### config.mk
export PLATFORM = sky130hd
export DESIGN_NAME = prm_edge_chk_sched
export DESIGN_NICKNAME = d
export VERILOG_FILES = /design/src/rtl/prm_sched_pkg.sv /design/src/rtl/prm_sched_pack.sv /design/src/rtl/prm_edge_chk_sched.sv
export SDC_FILE = /design/constraint.sdc
export NUM_CORES = 1
export LEC_CHECK = 0
export CAP_MARGIN = 20
export CORE_MARGIN = 4
export CORE_UTILIZATION = 30
export CTS_CLUSTER_SIZE = 25
export DETAILED_ROUTE_END_ITERATION = 12
export GPL_TIMING_DRIVEN = 0
export PLACE_DENSITY_LB_ADDON = 0.3
export SLEW_MARGIN = 20
export SYNTH_ARGS = -nofsm -noshare
export SYNTH_HDL_FRONTEND = slang
export SYNTH_SLANG_ARGS = --single-unit
### constraint.sdc
create_clock -name clk -period 3.55 [get_ports clk]
set_input_delay 0.8875 -clock clk [delete_from_list [all_inputs] [get_ports clk]]
set_output_delay 0.8875 -clock clk [all_outputs]
set_load 0.01 [all_outputs]
### src/rtl/prm_sched_pkg.sv
// prm_sched_pkg: shared default widths, sequencer state type and command
// record for the PRM edge-checker scheduler (prm_edge_chk_sched).
package prm_sched_pkg;

  localparam int VEC_W_DEF  = 15;
  localparam int LEN_W_DEF  = 16;
  localparam int WORD_W_DEF = 32;

  typedef enum logic [1:0] {
    IDLE  = 2'd0,
    RUN   = 2'd1,
    FLUSH = 2'd2,
    DONE  = 2'd3
  } sched_state_t;

  typedef struct packed {
    logic [VEC_W_DEF-1:0] base;
    logic [LEN_W_DEF-1:0] len;
  } sched_cmd_t;

endpackage

### src/rtl/prm_sched_pack.sv
// prm_sched_pack: collects one edge-mask bit per sampled query into a word,
// hands completed words to a registered valid/ready output stage and asks the
// sequencer to stall when a finished word cannot be placed in that stage.
module prm_sched_pack
  import prm_sched_pkg::*;
#(
  parameter int WORD_W = WORD_W_DEF
) (
  input  logic              clk,
  input  logic              rst_n,
  input  logic              clr,
  input  logic              sample,
  input  logic              bit_in,
  input  logic              last,
  input  logic              res_ready,
  output logic              stall,
  output logic              res_valid,
  output logic [WORD_W-1:0] res_data,
  output logic              res_last
);

  localparam int POS_W = $clog2(WORD_W);

  logic [WORD_W-1:0] acc_r;
  logic [POS_W-1:0]  pos_r;
  logic              load_need_s;
  logic              load_s;
  logic [WORD_W-1:0] acc_next_s;

  // A word closes on its final bit position or on the command's last query.
  assign load_need_s = (pos_r == POS_W'(WORD_W - 1)) | last;
  // The output stage is free if empty or being drained in this same cycle.
  assign stall       = load_need_s & res_valid & ~res_ready;
  assign load_s      = sample & load_need_s;
  assign acc_next_s  = acc_r | ({{(WORD_W-1){1'b0}}, bit_in} << pos_r);

  // Accumulator and bit position; cleared at each new command.
  always_ff @(posedge clk or negedge rst_n) begin
    if (!rst_n) begin
      acc_r <= {WORD_W{1'b0}};
      pos_r <= {POS_W{1'b0}};
    end else if (clr) begin
      acc_r <= {WORD_W{1'b0}};
      pos_r <= {POS_W{1'b0}};
    end else if (sample) begin
      if (load_need_s) begin
        acc_r <= {WORD_W{1'b0}};
        pos_r <= {POS_W{1'b0}};
      end else begin
        acc_r <= acc_next_s;
        pos_r <= pos_r + POS_W'(1);
      end
    end
  end

  // Output word register: loads a closed word, drops valid once accepted,
  // and otherwise holds data/last steady under backpressure.
  always_ff @(posedge clk or negedge rst_n) begin
    if (!rst_n) begin
      res_valid <= 1'b0;
      res_data  <= {WORD_W{1'b0}};
      res_last  <= 1'b0;
    end else if (load_s) begin
      res_valid <= 1'b1;
      res_data  <= acc_next_s;
      res_last  <= last;
    end else if (res_valid & res_ready) begin
      res_valid <= 1'b0;
    end
  end

endmodule

### src/rtl/prm_edge_chk_sched.sv
// prm_edge_chk_sched: walks a range of 15-bit edge codes through one
// combinational PRM obstacle checker, one query per clock, and streams the
// returned masks packed LSB-first into 32-bit words over valid/ready.
// Optional build macro PRM_SCHED_BLKCNT_EN adds blk_cnt, the number of
// queries of the current command whose mask came back 1.
module prm_edge_chk_sched
  import prm_sched_pkg::*;
#(
  parameter int VEC_W  = VEC_W_DEF,
  parameter int LEN_W  = LEN_W_DEF,
  parameter int WORD_W = WORD_W_DEF
) (
  input  logic              clk,
  input  logic              rst_n,
  input  logic              cmd_valid,
  output logic              cmd_ready,
  input  logic [VEC_W-1:0]  cmd_base,
  input  logic [LEN_W-1:0]  cmd_len,
  output logic [VEC_W-1:0]  chk_vec,
  input  logic              chk_mask,
  output logic              res_valid,
  input  logic              res_ready,
  output logic [WORD_W-1:0] res_data,
  output logic              res_last,
  output logic              busy,
  output logic              done
`ifdef PRM_SCHED_BLKCNT_EN
  ,
  output logic [LEN_W-1:0]  blk_cnt
`endif
);

  localparam logic [1:0] S_IDLE  = 2'(IDLE);
  localparam logic [1:0] S_RUN   = 2'(RUN);
  localparam logic [1:0] S_FLUSH = 2'(FLUSH);
  localparam logic [1:0] S_DONE  = 2'(DONE);

  logic [1:0]       state_r;
  logic [1:0]       state_nxt_s;
  logic [LEN_W-1:0] remaining_r;
  sched_cmd_t       cmd_s;
  logic             accept_s;
  logic             run_s;
  logic             stall_s;
  logic             sample_s;
  logic             last_s;

  assign cmd_s    = '{base: cmd_base, len: cmd_len};
  assign accept_s = cmd_valid & cmd_ready;
  assign run_s    = (state_r == S_RUN);
  // A query is only consumed on cycles the packer can take its result.
  assign sample_s = run_s & ~stall_s;
  assign last_s   = (remaining_r == LEN_W'(1));

  // Next-state selection for the command sequencer.
  always_comb begin
    state_nxt_s = state_r;
    case (state_r)
      S_IDLE: begin
        if (accept_s) begin
          if (cmd_s.len == {LEN_W_DEF{1'b0}}) begin
            state_nxt_s = S_DONE;
          end else begin
            state_nxt_s = S_RUN;
          end
        end else begin
          state_nxt_s = S_IDLE;
        end
      end
      S_RUN: begin
        if (sample_s & last_s) begin
          state_nxt_s = S_FLUSH;
        end else begin
          state_nxt_s = S_RUN;
        end
      end
      S_FLUSH: begin
        if (res_valid & res_ready) begin
          state_nxt_s = S_DONE;
        end else begin
          state_nxt_s = S_FLUSH;
        end
      end
      S_DONE:  state_nxt_s = S_IDLE;
      default: state_nxt_s = S_IDLE;
    endcase
  end

  // Sequencer state plus status flags registered from the next state.
  always_ff @(posedge clk or negedge rst_n) begin
    if (!rst_n) begin
      state_r   <= S_IDLE;
      cmd_ready <= 1'b1;
      busy      <= 1'b0;
      done      <= 1'b0;
    end else begin
      state_r   <= state_nxt_s;
      cmd_ready <= (state_nxt_s == S_IDLE);
      busy      <= (state_nxt_s != S_IDLE);
      done      <= (state_nxt_s == S_DONE);
    end
  end

  // Query generator: current code to the checker and queries still owed.
  always_ff @(posedge clk or negedge rst_n) begin
    if (!rst_n) begin
      chk_vec     <= {VEC_W{1'b0}};
      remaining_r <= {LEN_W{1'b0}};
    end else if (accept_s) begin
      chk_vec     <= cmd_s.base;
      remaining_r <= cmd_s.len;
    end else if (sample_s) begin
      chk_vec     <= chk_vec + VEC_W'(1);
      remaining_r <= remaining_r - LEN_W'(1);
    end
  end

`ifdef PRM_SCHED_BLKCNT_EN
  // Blocked-edge tally for the command in flight; held after completion.
  always_ff @(posedge clk or negedge rst_n) begin
    if (!rst_n) begin
      blk_cnt <= {LEN_W{1'b0}};
    end else if (accept_s) begin
      blk_cnt <= {LEN_W{1'b0}};
    end else if (sample_s & chk_mask) begin
      blk_cnt <= blk_cnt + LEN_W'(1);
    end
  end
`endif

  prm_sched_pack #(
    .WORD_W (WORD_W)
  ) u_pack (
    .clk       (clk),
    .rst_n     (rst_n),
    .clr       (accept_s),
    .sample    (sample_s),
    .bit_in    (chk_mask),
    .last      (last_s),
    .res_ready (res_ready),
    .stall     (stall_s),
    .res_valid (res_valid),
    .res_data  (res_data),
    .res_last  (res_last)
  );

endmodule

* Word level (Yosys, flattened, before mapping) *
Cells that the tools add are included.

word-level totals
  register bits = 107
  input port bits = 36
  output and inout port bits = 52
  word-level logic and storage cells = 55

operators by class
  $add $sub $neg = 3
  equality and inequality tests = 6
  shift-type cells = 1
  mux-type cells = 17
  bitwise operators = 11
  reduce and logical (&&, ||, !) cells = 6

operators with widths
  operator                                              number
  two-way mux 32 bit                                    3
  two-way mux 16 bit                                    2
  bitwise OR 32 bit                                     1
  << shifter 1 x 5 -> 32 bit                            1
  two-way mux 15 bit                                    2
  equality test 16 x 1 -> 1 bit, second input constant  1
  logical NOT 16 bit                                    1
  subtractor 16 x 1 -> 16 bit, second input constant    1
  adder 15 x 1 -> 15 bit, second input constant         1
  two-way mux 5 bit                                     3
  one-hot mux 2 bit (4 select lines)                    1
  AND 1 bit                                             7
  equality test 2 bit, second input constant            3
  two-way mux 2 bit                                     3
  nonzero test 2 bit                                    3
  adder 5 x 1 -> 5 bit, second input constant           1
  equality test 5 bit, second input constant            1
  logical NOT 2 bit                                     2
  two-way mux 1 bit                                     3
  equality test 2 x 1 -> 1 bit, second input constant   1
  inverter 1 bit                                        2
  bitwise OR 1 bit                                      1

* Depth between registers and ports, before layout *
  word-level depth = 10
  depth in mapped cells = 10

* By module *
Synthesis repeated with hierarchy kept, for this count alone.

second synthesis, totals
  cell total of the unflattened synthesis = 505
  area total of the unflattened synthesis = 5053.6 sq um

modules (own cells, without submodules)
  module              times used  cells each  area an instance (sq um)
  prm_sched_pack      1           278         3029.2
  prm_edge_chk_sched  1           227         2024.4

* Worst setup path after synthesis *
OpenSTA, ideal clock, no wires.

  kind = register -> register
  start point = register remaining_r[1]
  end point = register remaining_r[3]
  setup time = 87 ps
  data arrival time = 2437 ps
  required time = 3463 ps
  setup slack = 1027 ps
  stages on the path, launching flop included = 10
  path buffers = 2
  clock period less this slack = 2523 ps
  path through = dfrtp_1 > inv_1 > ha_1 > or4b_1 > or4_4 > buf_6 > a21boi_2 > buf_6 > mux2_2 > o211ai_1

on the way
  longest elaborated chain between the ends = 7

RTL lines
  element                                                              line                       RTL
  start, declared                                                      prm_edge_chk_sched.sv:40   logic [LEN_W-1:0] remaining_r;
  start signal, assigned                                               prm_edge_chk_sched.sv:108  remaining_r <= {LEN_W{1'b0}};
  start signal, assigned                                               prm_edge_chk_sched.sv:111  remaining_r <= cmd_s.len;
  start signal, assigned                                               prm_edge_chk_sched.sv:114  remaining_r <= remaining_r - LEN_W'(1);
  branches (longest 7 deep; another with subtractor 16 x 1 -> 16 bit)  n/a

Several ways; the timed one is not identified. The select of a mux whose other input is x is not followed.
A chain may end at the register's enable or synchronous reset.

* Final worst setup path *
  start point = register remaining_r[1]
  end point = register chk_vec[14]

on the way
  longest elaborated chain between the ends = 7

RTL lines
  element                        line                       RTL
  equality test 16 x 1 -> 1 bit  prm_edge_chk_sched.sv:53   assign last_s = (remaining_r == LEN_W'(1));
  bitwise OR 1 bit               prm_sched_pack.sv:31       assign load_need_s = (pos_r == POS_W'(WORD_W - 1)) | last;
  AND 1 bit (2 in a row)         prm_sched_pack.sv:33       assign stall = load_need_s & res_valid & ~res_ready;
  inverter 1 bit                 prm_edge_chk_sched.sv:52   assign sample_s = run_s & ~stall_s;
  AND 1 bit                      prm_edge_chk_sched.sv:52
  nonzero test 2 bit (no line)   n/a
  end signal, assigned           prm_edge_chk_sched.sv:107  chk_vec <= {VEC_W{1'b0}};
  end signal, assigned           prm_edge_chk_sched.sv:110  chk_vec <= cmd_s.base;
  end signal, assigned           prm_edge_chk_sched.sv:113  chk_vec <= chk_vec + VEC_W'(1);
  end, declared                  prm_edge_chk_sched.sv:19   output logic [VEC_W-1:0] chk_vec,

No other way between the ends.

==> impl_table.tex <==
\begin{tabular}{lr}
\hline
Metric & Value \\
\hline
\multicolumn{2}{l}{\textbf{Run status}} \\
Outcome & completed \\
\multicolumn{2}{l}{\textbf{Layout}} \\
Fraction of layout cells with a size suffix above 1 & 0.0646 \\
Antenna Cells & 0 \\
Number of standard cells in the layout, taps in and fillers out & 886 \\
Final nets & 702 \\
Area Overhead vs Synth & 29.1\% \\
\multicolumn{2}{l}{\textbf{Worst setup path}} \\
CP startpoint kind & flop \\
Arrival time at the worst endpoint & 3.17 ns \\
R2R setup slack & 0.58 ns \\
Max Fanout on Critical Path & 10 \\
Chain of cells forming the critical path & inv\_1, ha\_1, or4b\_1, or4\_4, buf\_6, a21oi\_1, or4\_1, a31oi\_1 \\
Path type of the worst setup path & reg -> reg \\
Launch instance of the worst register-to-register path & remaining\_r[1] \\
Highest-delay cell along the critical path & a21oi\_1 \\
Largest stage delay, worst path & 0.70 ns \\
Critical path data required time & 3.75 ns \\
Crit. End Element & flop \\
Kind of cell with the highest combined delay on the critical path & simple AND/OR/NAND/NOR gates \\
Endpoint of the worst register-to-register path & chk\_vec[14] \\
Depth of the most critical reg-to-reg path & 8 \\
Worst Path Buf+Inv & 2 \\
\multicolumn{2}{l}{\textbf{Detailed routing}} \\
Drt first pass iters & 5 \\
Total routed wirelength & 14,400 µm \\
Total via count in the routed design & 4,664 \\
Number of design rule violations left after detail routing & 0 \\
Routed WL per cell & 16.2 µm \\
First DRT Iteration DRCs & 229 \\
Vias/cell & 5.26 \\
Post-detailed-route count of antenna-violating nets & 0 \\
\multicolumn{2}{l}{\textbf{Clock tree}} \\
Clock transition time at the flip-flop clock pins of the worst setup and hold paths & 0.07 ns \\
Root Buffer Master & clkbuf\_16 \\
Total of cells resized after clock tree synthesis & 0 \\
CTS tree & done \\
Count of hold buffers inserted by post-cts repair & 0 \\
\# H-tree levels & 3 \\
Postcts setup bufs & 0 \\
CTS sink count & 107 \\
Number of buffers on the longest clock path & 2 \\
Total clock buffers created by CTS & 9 \\
Clock Latency Late Sink & 0.36 ns \\
\multicolumn{2}{l}{\textbf{Synth}} \\
Top cells by count, synth & nor2\_1 (117), dfrtp\_1 (106), a21oi\_1 (70) \\
Async set or reset register ratio after synthesis & 1.00 \\
Synthesis Warnings & 0 \\
Combinational family with the most area after synthesis & simple AND/OR/NAND/NOR gates \\
Share of the synthesized area in compound gates (AO/OA/AOI/OAI) & 0.167 \\
Post-synthesis simple-gate area fraction & 0.227 \\
Post-synthesis cell type with the largest combined area & dfrtp\_1 \\
Number of synthesized flops with an enable pin & 0 \\
Total nets after synthesis & 603 \\
Top post-synthesis cells by area & dfrtp\_1 (51\%), nor2\_1 (8.5\%), a21oi\_1 (6.8\%) \\
Share of synthesized cell area in full adder, half adder and majority cells & 0.0121 \\
Main synth FF type & dfrtp\_1 \\
Mean instance size in the synthesized netlist & 9.19 µm² \\
Sequential cell area fraction in the yosys report & 0.519 \\
Mux share of post-synthesis cell area & 0.0165 \\
Post-synth cell types & 52 \\
Most repeated cell in the gate-level netlist after synthesis & nor2\_1 \\
Post-synthesis share of cell area spent on xor and xnor gates & 0.0170 \\
Netlist area before placement & 5160 µm² \\
Synth Register Bits & 107 \\
Number of standard cells after synthesis & 562 \\
Synth top area share & 0.514 \\
\multicolumn{2}{l}{\textbf{Timing}} \\
Tmin final & 2.97 ns \\
Endpoints failing hold & 0 \\
Setup-failing EPs final & 0 \\
Fin. max-slew vios & 0 \\
Share of the clock period used by the worst path & 0.836 \\
Rel. slew slack & 0.313 \\
Setup repair after global routing missed its margin & false \\
Maximum frequency from static timing analysis & 0.337 GHz \\
Actual slew at the worst max-slew pin & 1.03 ns \\
Setup TNS & 0 ns \\
Smallest hold slack & 0.393 ns \\
Fin Clk Skew & 0.00834 ns \\
\multicolumn{2}{l}{\textbf{Place}} \\
Number of input and output port buffers inserted & 87 \\
Half-perimeter wire length after detailed placement & 10,600 µm \\
Cell count after placement & 870 \\
Final GP Congestion & 0.877 \\
\multicolumn{2}{l}{\textbf{Power and ir drop}} \\
Net switching share of the total power & 0.370 \\
Overall power consumption & 4.28 mW \\
Net switching power & 1.58 mW \\
Cell area power density & 642 nW/µm² \\
Peak supply drop & 0.320 mV \\
Leakage power summed over all cells & 2.71 nW \\
Flop pwr share & 0.400 \\
Pint & 2.69 mW \\
Clock network fraction of total power & 0.257 \\
Fraction of power consumed by combinational cells & 0.343 \\
\multicolumn{2}{l}{\textbf{Job}} \\
Max-Cap Viols & 0 \\
\multicolumn{2}{l}{\textbf{Floorplan}} \\
Effective utilization at floorplan & 0.309 \\
Rows & 47 \\
Total I/O pin count & 88 \\
Horizontal extent of the die & 139 µm \\
Area of the core & 16,700 µm² \\
Die height & 139 µm \\
Total die area & 19,400 µm² \\
\multicolumn{2}{l}{\textbf{Global route}} \\
Initial antenna violation count & 0 \\
Wire length of the first global-routing pass & 23,800 µm \\
Vias in the first global route & 4,714 \\
Total overflow reported by the global router & 0 \\
Largest net degree at the start of global routing & 81 \\
GRT Util Overall & 0.149 \\
\multicolumn{2}{l}{\textbf{Worst hold path}} \\
Type of the tightest min-delay check & in -> async \\
\hline
\end{tabular}
==> worst register-to-register path, stage by stage, from the launching register on <==
cell and delay [ns]:
dfrtp_1 0.42, inv_1 0.09, ha_1 0.14, or4b_1 0.50, or4_4 0.50, buf_6 0.16, a21oi_1 0.70, or4_1 0.22
a31oi_1 0.08
==> per-stage QoR <==
stage / setup slack [ns] / instance area (µm²) / util
4_1_cts: 0.622 / 6660 / 0.399
2_1_floorplan: 1.03 / 5160 / -
3_3_place_gp: -2.42 / 6310 / 0.378
3_5_place_dp: 0.246 / 6340 / 0.380
5_1_grt: 0.466 / 6660 / 0.399
6_report: 0.581 / 6660 / 0.399
==> layer usage <==
layer | wire length (µm) | GRT usage | share of wire
met5 | 0 | 0 | 0
met4 | 146 | 0.0366 | 0.010
met3 | 872 | 0.0376 | 0.061
met2 | 6910 | 0.248 | 0.48
met1 | 6460 | 0.196 | 0.45
==> logic make-up after synthesis <==
group,count (synthesis)
AOI/OAI and AO/OA,146
xor gates and xnor gates,10
adders and majority gates,5
buffers and inverters,44
DFF,107
muxes,8
and+or+nand+nor,242
==> cell usage in the layout, fill, tap and decap left out, types with 4 or more instances in the layout <==
cell,synthesis,layout
xnor2_1,4,4
ha_1,5,5
xor2_1,6,6
nor3b_1,6,6
mux2i_1,4,4
a21oi_1,70,70
mux2_2,4,4
nor2_1,117,117
buf_2,8,8
or4_1,10,10
dfrtp_1,106,106
inv_1,9,9
nor4_1,11,11
nor3_1,9,9
clkdlybuf4s50_1,0,86
nand3_1,20,20
or3_1,11,11
clkbuf_16,0,9
o211ai_1,6,6
o21ai_0,15,15
o31ai_1,8,8
and2_1,5,5
clkbuf_1,20,21
nand3b_1,6,6
nand2_1,28,28
a31oi_1,29,29
==> registers in the layout, indices dropped and copies added (netlist names), 2 cells and up <==
| register | cells |
|---|---|
| u_pack.pos_r | 5 |
| u_pack.acc_r | 32 |
| remaining_r | 16 |
| chk_vec | 15 |
| state_r | 2 |
| u_pack.res_data | 32 |
==> cell type report <==
class	count	area (µm²)
fill	1660	10000
sequential	107	2680
multi-input combinational	411	2270
timing repair buffer	88	900
tap	220	275
clock buffer	10	229
buffer	35	180
clock inverter	6	96.3
inverter	9	33.8
==> worst max-delay path by stage <==
stage,from,to,depth (start not counted),slack (ns)
floorplan,remaining_r[1],remaining_r[3],9,1.03
global placement,rst_n,remaining_r[10],1,-2.42
detailed placement,cmd_valid,chk_vec[5],6,0.25
CTS,cmd_valid,chk_vec[4],6,0.62
global route,u_pack.pos_r[2],u_pack.acc_r[13],8,0.47
finish,remaining_r[1],chk_vec[14],8,0.58
==> power groups by stage <==
stage | logic (mW) | registers (mW) | clock network (mW)
CTS | 1.48 | 1.70 | 1.13
finish | 1.47 | 1.71 | 1.10
global route | 1.62 | 1.75 | 1.18
floorplan | 0.877 | 1.70 | 0
global placement | 1.43 | 1.71 | 0
detailed placement | 1.47 | 1.72 | 0
No activity file was read; power rests on OpenSTA's default activity.
